## src/rtl/timer_sequencer.sv

```systemverilog
// Bus master that runs one interval measurement on the memory-mapped timer:
// clear/start, wait for stop or MAX_RUN, stop, then read the four count bytes.
`ifndef DATA_WIDTH
`define DATA_WIDTH 8
`endif
`ifndef MEM_ADDR_WIDTH
`define MEM_ADDR_WIDTH 8
`endif
`ifndef Enable_
`define Enable_ 1'b0
`endif
`ifndef Write
`define Write 1'b0
`endif

module timer_sequencer #(
  parameter int unsigned BASE    = 0,
  parameter int unsigned MAX_RUN = 0
) (
  input  logic                       clk,
  input  logic                       rst,
  input  logic                       cmd_start,
  input  logic                       cmd_stop,
  output logic                       busy,
  output logic                       done,
  output logic                       timeout,
  output logic [31:0]                result,
  output logic [`MEM_ADDR_WIDTH-1:0] addr,
  output logic [`DATA_WIDTH-1:0]     wdata,
  input  logic [`DATA_WIDTH-1:0]     rdata,
  output logic                       cs_,
  output logic                       rw_
);
  localparam int AW = `MEM_ADDR_WIDTH;
  localparam int DW = `DATA_WIDTH;
  localparam logic [AW-1:0] CNT_ADDR  = AW'(BASE);
  localparam logic [AW-1:0] CTRL_ADDR = AW'(BASE + 4);
  localparam logic [15:0]   RUN_LAST  = 16'(MAX_RUN - 1);
  localparam bit            AUTO_STOP = (MAX_RUN != 0);

  typedef enum logic [3:0] {
    IDLE, CLEAR, START, RUN, STOP, RD0, RD1, RD2, RD3, DONE
  } state_t;

  state_t      state;
  logic [15:0] run_cnt;
  logic        expire;

  assign expire = AUTO_STOP && (run_cnt == RUN_LAST);

  always_ff @(posedge clk or posedge rst) begin
    if (rst) begin
      state   <= IDLE;
      busy    <= 1'b0;
      done    <= 1'b0;
      timeout <= 1'b0;
      result  <= '0;
      run_cnt <= '0;
    end else begin
      done <= 1'b0;
      unique case (state)
        IDLE: if (cmd_start) begin
          state   <= CLEAR;
          busy    <= 1'b1;
          timeout <= 1'b0;
        end
        CLEAR: state <= START;
        START: begin
          state   <= RUN;
          run_cnt <= '0;
        end
        RUN: begin
          run_cnt <= run_cnt + 16'd1;
          if (cmd_stop || expire) state <= STOP;
          if (expire) timeout <= 1'b1;
        end
        STOP: state <= RD0;
        RD0: begin
          result[7:0] <= rdata;
          state       <= RD1;
        end
        RD1: begin
          result[15:8] <= rdata;
          state        <= RD2;
        end
        RD2: begin
          result[23:16] <= rdata;
          state         <= RD3;
        end
        RD3: begin
          result[31:24] <= rdata;
          state         <= DONE;
          busy          <= 1'b0;
          done          <= 1'b1;
        end
        DONE: state <= IDLE;
        default: state <= IDLE;
      endcase
    end
  end

  // Bus strobes decode straight from state so each access lines up with its state cycle.
  always_comb begin
    cs_   = ~`Enable_;
    rw_   = ~`Write;
    addr  = '0;
    wdata = '0;
    unique case (state)
      CLEAR: begin cs_ = `Enable_; rw_ = `Write; addr = CTRL_ADDR; wdata = DW'(1); end
      START: begin cs_ = `Enable_; rw_ = `Write; addr = CTRL_ADDR; wdata = DW'(2); end
      STOP:  begin cs_ = `Enable_; rw_ = `Write; addr = CTRL_ADDR; wdata = DW'(4); end
      RD0:   begin cs_ = `Enable_; addr = CNT_ADDR; end
      RD1:   begin cs_ = `Enable_; addr = CNT_ADDR + AW'(1); end
      RD2:   begin cs_ = `Enable_; addr = CNT_ADDR + AW'(2); end
      RD3:   begin cs_ = `Enable_; addr = CNT_ADDR + AW'(3); end
      default: ;
    endcase
  end
endmodule

```

## config.mk

```make
export PLATFORM = sky130hd
export DESIGN_NAME = timer_sequencer
export DESIGN_NICKNAME = d
export VERILOG_FILES = /design/src/rtl/timer_sequencer.sv
export SDC_FILE = /design/constraint.sdc
export NUM_CORES = 1
export LEC_CHECK = 0
export ABC_AREA = 1
export ABC_CLOCK_PERIOD_IN_PS = 1200
export CORE_ASPECT_RATIO = 0.6
export CORE_UTILIZATION = 39
export DETAILED_ROUTE_END_ITERATION = 12
export GPL_TIMING_DRIVEN = 0
export PLACE_DENSITY = 0.76
export SYNTH_ARGS = -nofsm -noshare
export SYNTH_HDL_FRONTEND = slang
export SYNTH_SLANG_ARGS = --single-unit
```

## constraint.sdc

```tcl
create_clock -name clk -period 1.2 [get_ports clk]
set_input_delay 0.24 -clock clk [delete_from_list [all_inputs] [get_ports clk]]
set_output_delay 0.24 -clock clk [all_outputs]
set_load 0.02 [all_outputs]
```

-- Yosys cells after proc, flatten, opt, wreduce, memory -nomap -nowiden
Index checks and enable logic that the tools add are counted.
W data, S select, Z words.
- output and inout bits: 53
- bits in registers: 38
- logic and storage cells: 33
- muxes and demuxes: 10
- reductions and logical operators: 6
- equality and inequality tests: 10
- operators with widths (kind ; count):
    $pmux W4 S9 ; 1
    $eq A4 B3 Y1 const B ; 4
    $pmux W3 S4 ; 1
    $pmux W3 S3 ; 1
    $eq A4 B2 Y1 const B ; 2
    $mux W4 ; 2
    $reduce_or A7 Y1 ; 1
    $eq A4 B1 Y1 const B ; 1
    $eq A4 B4 Y1 const B ; 1
    $logic_not A4 Y1 ; 1
    $mux W1 ; 4
    $ne A2 B2 Y1 const B ; 2
    $reduce_and A2 Y1 ; 2
    $reduce_or A3 Y1 ; 1
    $pmux W1 S2 ; 1
    $reduce_bool A2 Y1 ; 1

-- Logic depth before layout (Yosys ltp)
Gate-level depths: netlist (run 1).
- depth after elaboration: 3
- mapped depth: 7
- gate-level depth less buffers: 7

-- Worst setup path after synthesis (run 1)
OpenSTA, ideal clock, no wires.
- path type: flip-flop to output port
- start point: reg state[0]
- end point: out rw_
- data required time: 0.960 ns
- buffers on the path: 0
- slack: -0.466 ns
- data arrival time: 1.426 ns
- cell stages (with the launch flop): 7
- cells stage by stage: dfrtp_1 > nor2_2 > inv_1 > nor2_1 > inv_1 > nand2_1 > inv_1
- word-level cells in the longest chain between the ends: 3
- ends and longest elaborated chain (what ; line ; text):
    start: declaration ; 45 ; state_t state;
    start signal: assignment ; 53 ; state <= IDLE;
    start signal: assignment ; 63 ; state <= CLEAR;
    start signal: assignment ; 67 ; CLEAR: state <= START;
    $eq A4 B3 Y1, or another cell as far along ; 108 ; unique case (state)
    $reduce_or A3 Y1 (no source line) * ; -- ;
    $mux W1 * ; 108 ;
    end: declaration ; 32 ; output logic rw_
Mark *: on every way between the ends. The rest lies on a longest branch, timed or not.

-- Worst setup path after layout (run 1)
Same ends and word-level chain as after synthesis.

==> impl_metrics.toml, run 1 <==
[power]
power_leakage_nw = 1.41
internal_power_mw = 4.77
combPwrFrac_pct = 55.7
total_power_mw = 8.38
power_density_mw_per_mm2 = 3030
p_switching_mw = 3.61
switching_share_pct = 43.1
pwr-share-clk_pct = 15.9
ir_drop_mv = 1.35
seq_power_share_pct = 28.4

[grt]
grt_pass1_wl_microns = 6860
first_global_vias = 1353
grt.overflow.total = 0
grt_max_degree = 25
grt_antenna_before_repair = 0
grtUsageTotal_pct = 21.2

[clock_tree]
cts_sinks = 38
cts_tree = "built"
clk_latency_ns = 0.29
cts_root_buf = "clkbuf_8"
numCtsBuffers = 5
cts_max_path_buffers = 2
clkTransAtPathRegs_ns = 0.07
h-tree-depth = 2

[logic_synthesis]
yosys.area_share.simple_pct = 17.9
ys_seq_area_share_pct = 56.2
synth_mux_area_share_pct = 0
synthesis.area_sq_mm = 0.00169
synth_area_leaders = "dfrtp_1 56%, nand2_1 10%, o21ai_2 8.3%"
synth_top_family_by_area = "simple AND/OR/NAND/NOR gates"
yosys.area_share.adder_pct = 0
syn_inst = 172
synth_compound_area_share_pct = 14.0
yosysWarnings = 0
synth.top_cell.area_share_pct = 56.2
yosys.area_share.xor_xnor_pct = 0
ys_ff_latch = 38
synth.avg_cell_area_sq_um = 9.84
synth_cell_types = 24
synth_top_area_cell = "dfrtp_1"

[sta]
setup-violations-final = 33
max_slew_margin_pct = 58.6
post-route-min-period_ns = 1.70
worstMarginPinSlew_ns = 0.620
finalSetupTns_ns = -5.89
holdWs_ns = 0.335
hold_viol = 0
fmax_mhz = 590
rsz0062_at_grt = "yes"
worst_slack_ns = -0.495
drv_slew = 0
min_period_over_period_pct = 141
clock_skew_ns = 0.00577

[worst_setup_path]
r2r_start = "state[3]"
startpoint_type = "flop"
path_max_fanout = 4
r2r_slack_ns = -0.22
path_class = "flop to output pin"
cp.arrival_ns = 1.46
cp-end-kind = "output pin"
reg2reg_depth = 7
worstReg2RegEnd = "result[4]"
cp_slowest_cell = "dfrtp_2"
required_ns = 0.96
crit_chain = "buf_12, nor3_4, nor2_1, nand2_2, inv_2, buf_6"
cp_slowest_stage_delay_ns = 0.47

[cells_and_area]
synthToLayoutAreaGrowth_pct = 63.6
fin_area_sq_mm = 0.00277
drive_gt1_share_pct = 55.7
finish.utilization_pct = 66.8
nNetsFinal = 273
layout.cells.non_filler = 322
antenna_cells = 0
fillerInstances = 336

[placement]
port_buffers = 53
place_ws_ns = -0.746
postPlaceCellArea_sq_mm = 0.00240
dp.cells = 296
routabilityCongestion = 0.777
dpl.hpwl_microns = 2940

[floorplanning]
pin_count = 65
die-width_microns = 87.1
initial_core_util_pct = 40.9
rows = 18
core-area_sq_mm = 0.00414
dieArea_sq_mm = 0.00462
die_y_microns = 53.0

[route]
wire_per_inst_microns = 14.4
antenna_left = 0
firstDrtPassIters = 5
drt-initial-drc-count = 42
num_vias = 1497
avgViaCountPerCell = 4.65
routed_wl_microns = 4630
drc = 0

[flow_run]
drv_cap = 0

[run_status]
status = "complete, but fails checks"
violations = "negative setup slack"

[min_path]
hold_path.class = "input port to async pin"
-- cells by family (layout without fill, tap and decap cells) --
| group | after synthesis | after routing |
|---|---|---|
| simple gates | 62 | 62 |
| compound gates | 35 | 35 |
| other cells | 1 | 11 |
| flops | 38 | 38 |
| buf+inv | 36 | 116 |
-- cell usage after synthesis --
cell and instances:
nand4_1 1, buf_4 12, nor3_2 2, nor2_1 3, conb_1 1, nand3b_1 1, inv_2 2, nand2_2 1
nand3_4 1, o31ai_1 1, nand3_1 2, nand3_2 1, inv_1 18, nor2_8 1, nand2_4 1, o21ai_1 16
nand2_1 47, buf_6 2, o21ai_0 1, nor2_2 1, o21ai_2 16, buf_2 2, dfrtp_1 38, a21oi_1 1
-- routing by layer --
| metal | GRT usage (%) | up-vias | part of all wire, % |
|---|---|---|---|
| li1 | - | 707 | - |
| met1 | 28.7 | 703 | 44 |
| met2 | 31.4 | 76 | 46 |
| met3 | 7.02 | 11 | 8.2 |
| met4 | 8.06 | 0 | 2.3 |
| met5 | 0 | - | 0 |
-- placed cells by master, fill, tap and decap left out, drive strengths merged, types with 2 or more instances in the layout --
| master | netlist | final |
|---|---|---|
| clkdlybuf4s15 | 0 | 9 |
| clkdlybuf4s50 | 0 | 11 |
| dfrtp | 38 | 38 |
| o21ai | 33 | 33 |
| nor2 | 5 | 5 |
| conb | 1 | 11 |
| inv | 20 | 20 |
| clkbuf | 0 | 9 |
| nand2 | 49 | 49 |
| buf | 16 | 65 |
| nand3 | 4 | 4 |
| nor3 | 2 | 2 |
| bufinv | 0 | 2 |
-- worst max-delay path: cells and delay by family (launching register included) --
| kind | cells | cell delay (ns) |
|---|---|---|
| and+or+nand+nor | 3 | 0.38 |
| DFF | 1 | 0.47 |
| buffers and inverters | 3 | 0.31 |
-- power by group through the flow --
stage / combinational, mW / clock, mW / sequential (mW)
floorplan: 1.74 / 0 / 3.03
global placement: 4.12 / 0 / 2.39
detailed placement: 4.22 / 0 / 2.40
CTS: 4.48 / 1.35 / 2.37
global route: 5.00 / 1.41 / 2.45
finish: 4.67 / 1.34 / 2.38
-- sequential cells by signal (all words and copies together) (netlist names) --
register,cells
busy,1
result,32
done,1
state,4
-- worst max path at each step --
stage	startpoint	to	slack, ns
2_1_floorplan	state[3]	rw_	-0.24
3_3_place_gp	rst	state[3]	-0.78
3_5_place_dp	state[0]	addr[1]	-0.75
4_1_cts	state[0]	addr[1]	-0.46
5_1_grt	state[0]	rw_	-0.55
6_report	state[0]	rw_	-0.50
-- what timing repair did --
action | in CTS | in global routing
resized for setup | 163 | 60
hold buffers | 0 | 0
endpoints found under the setup margin | 76 | 60
setup buffers | 9 | 11
hold endpoints to repair | 0 | 0
pin swaps | 3 | 3
gates cloned | 1 | 0
-- area by class of cell --
cell class	count	area, sq um	share of cell area [%]
multi-input cells	108	738	26.6
clock inverters	2	60.1	2.17
inverters	20	77.6	2.80
clock buffers	6	82.6	2.98
well taps	60	75.1	2.71
plain buffers	15	139	5.01
repair buffers	73	643	23.2
flip-flops and latches	38	955	34.5
Power figures use the tool's default switching activity.
==> run 2: changes to the inputs <==
--- a/config.mk
+++ b/config.mk
@@ -6,12 +6,13 @@
 export NUM_CORES = 1
 export LEC_CHECK = 0
 export ABC_AREA = 1
-export ABC_CLOCK_PERIOD_IN_PS = 1200
+export ABC_CLOCK_PERIOD_IN_PS = 1920
 export CORE_ASPECT_RATIO = 0.6
-export CORE_UTILIZATION = 39
+export CORE_UTILIZATION = 43
 export DETAILED_ROUTE_END_ITERATION = 12
 export GPL_TIMING_DRIVEN = 0
-export PLACE_DENSITY = 0.76
+export PLACE_DENSITY = 0.8
+export SETUP_SLACK_MARGIN = 0.02
 export SYNTH_ARGS = -nofsm -noshare
 export SYNTH_HDL_FRONTEND = slang
 export SYNTH_SLANG_ARGS = --single-unit
==> constraint.sdc (replaced) <==
create_clock -name clk -period 1.92 [get_ports clk]
set_input_delay 0.384 -clock clk [delete_from_list [all_inputs] [get_ports clk]]
set_output_delay 0.384 -clock clk [all_outputs]
set_load 0.02 [all_outputs]
==> run 2 against run 1 <==
- critical path depth is 1 higher
- register-to-register slack improved by 0.77 ns
- sequential power shrank 38%
- cell area fell by 8.2%
- combinational power decreased by 42%
- the flow now finishes without violations
- via count down 3.7%
- clock power shrank 61%
- critical endpoint is now addr[1]
- flip-flop and latch count is the same
- worst setup slack gained 0.56 ns
- clock skew decreased by 0.0025 ns
- sequential share of layout area grew 3.1 points
- total power down 44%
- largest cell class unchanged
- critical path type unchanged
==> impl_metrics.toml, run 2 (synthesis results as in run 1) <==
[run_status]
status = "finished clean"

[cells_and_area]
fin_area_sq_mm = 0.00254
largest_register_ff_count = 32
drive_gt1_share_pct = 29.8
final_cell_mix = "46 x nand2_1, 45 x clkdlybuf4s50_1, 35 x dfrtp_1"
synthToLayoutAreaGrowth_pct = 50.2
layout_commonest_cell = "nand2_1"
regMostFlops = "result"
antenna_cells = 0
finish.utilization_pct = 68.3
reg.largest.list = "result (32), state (4)"
nNetsFinal = 268

[clock_tree]
cts_root_buf = "clkbuf_8"
clkTransAtPathRegs_ns = 0.07
cts_sinks = 38
cts_tree = "built"
numCtsBuffers = 5
clk_latency_ns = 0.28
h-tree-depth = 2
cts_max_path_buffers = 2

[worst_setup_path]
path_max_fanout = 9
path_class = "flop to output pin"
cp.arrival_ns = 1.47
required_ns = 1.54
startpoint = "state[1]"
cp-end-kind = "output pin"
r2r_slack_ns = 0.55
startpoint_type = "flop"
r2r_start = "state[1]"

[sta]
setup-violations-final = 0
min_period_over_period_pct = 96.5
worstMarginPinSlew_ns = 0.689
rsz0062_at_grt = "yes"
fmax_mhz = 540
max_slew_margin_pct = 54.0
clock_skew_ns = 0.00328
worst_slack_ns = 0.0673
hold_viol = 0
holdWs_ns = 0.484
drv_slew = 0
post-route-min-period_ns = 1.85

[grt]
grt_pass1_wl_microns = 6600
first_global_vias = 1272
grtUsageTotal_pct = 21.0
grt_use_met2_pct = 31.0
grt_antenna_before_repair = 0
grt.overflow.total = 0
busiest_layer = "met2"
grt_max_degree = 24
use_met3_pct = 7.57
gr-usage-met1_pct = 29.8

[route]
firstDrtPassIters = 4
avgViaCountPerCell = 4.77
drc = 0
drt-initial-drc-count = 31
routed_wl_microns = 4130
wire_per_inst_microns = 13.7
num_vias = 1441
antenna_left = 0

[power]
combPwrFrac_pct = 57.2
seq_power_share_pct = 31.6
power_leakage_nw = 1.29
internal_power_mw = 2.69
p_switching_mw = 2.00
power_density_mw_per_mm2 = 1850
ir_drop_mv = 1.03
switching_share_pct = 42.6
pwr-share-clk_pct = 11.2

[placement]
port_buffers = 53
place_ws_ns = -0.178
dpl.hpwl_microns = 2940
postPlaceCellArea_sq_mm = 0.00235
routabilityCongestion = 0.777

[floorplanning]
dieArea_sq_mm = 0.00420
pin_count = 65
die-width_microns = 83.0
core-area_sq_mm = 0.00372
initial_core_util_pct = 45.5
rows = 17
die_y_microns = 50.6

[flow_run]
drv_cap = 0

[min_path]
hold_path.startpoint = "result[2]"
hold_path.class = "flop to flop"
-- run 2: changes by cell type in the layout (fill, tap and decap cells not counted), sizes merged --
cell           delta
clkbuf            -2
clkdlybuf4s15     -9
clkdlybuf4s50    +34
buf              -31
dlygate4sd2       +3
bufinv            -2
-- run 2: final cells by class --
cell class | instances | area (sq um)
Sequential cell | 38 | 955
Clock buffer | 6 | 82.6
Tap cell | 47 | 58.8
Timing Repair Buffer | 68 | 634
Multi-Input combinational cell | 108 | 609
Inverter | 20 | 77.6
Buffer | 15 | 125
Fill cell | 281 | 1180
-- run 2: power by group through the flow --
stage	Clock [mW]	Sequential [mW]	Combinational, mW
3_3_place_gp	0	1.47	2.47
4_1_cts	0.541	1.47	2.60
5_1_grt	0.583	1.53	2.88
3_5_place_dp	0	1.48	2.54
2_1_floorplan	0	1.87	1.00
6_report	0.526	1.48	2.69
-- run 2: final timing paths --
check,to,depth (start not counted)
setup reg to reg,state[3],7
hold reg to reg,result[2],2
min in group asynchronous,result[1],2
max in group asynchronous,state[3],3
hold / removal,result[2],2
setup / recovery,addr[1],7
-- run 2: timing repair --
action | CTS | global route
hold buffers | 0 | 0
gates cloned | 0 | 0
setup endpoints to repair | 8 | 7
buffers inserted | 5 | 9
endpoints found under the hold margin | 0 | 0
gates resized for setup | 25 | 13
pin swaps | 2 | 3
-- run 2: layer usage --
layer / share of wire (%) / vias to the layer above
li1: - / 688
met1: 48 / 702
met2: 44 / 46
met3: 6.8 / 5
met4: 0.90 / 0
met5: 0 / -
-- run 2: per-stage QoR --
| step | power [mW] | TNS, ns | std cells |
|---|---|---|---|
| after floorplan | 2.88 | 0 | 182 |
| after global placement | 3.94 | -3.92 | 282 |
| after detailed placement | 4.02 | -0.517 | 283 |
| after CTS | 4.61 | -0.0522 | 294 |
| after global routing | 4.99 | -0.0000968 | 302 |
| final | 4.69 | 0 | 302 |
-- run 2: critical path, cell delays in order (launching register included) --
cell	delay [ns]
dfrtp_2	0.44
buf_4	0.16
nand2_2	0.09
inv_2	0.06
nand2_4	0.13
buf_8	0.11
nand2_1	0.04
buf_2	0.15
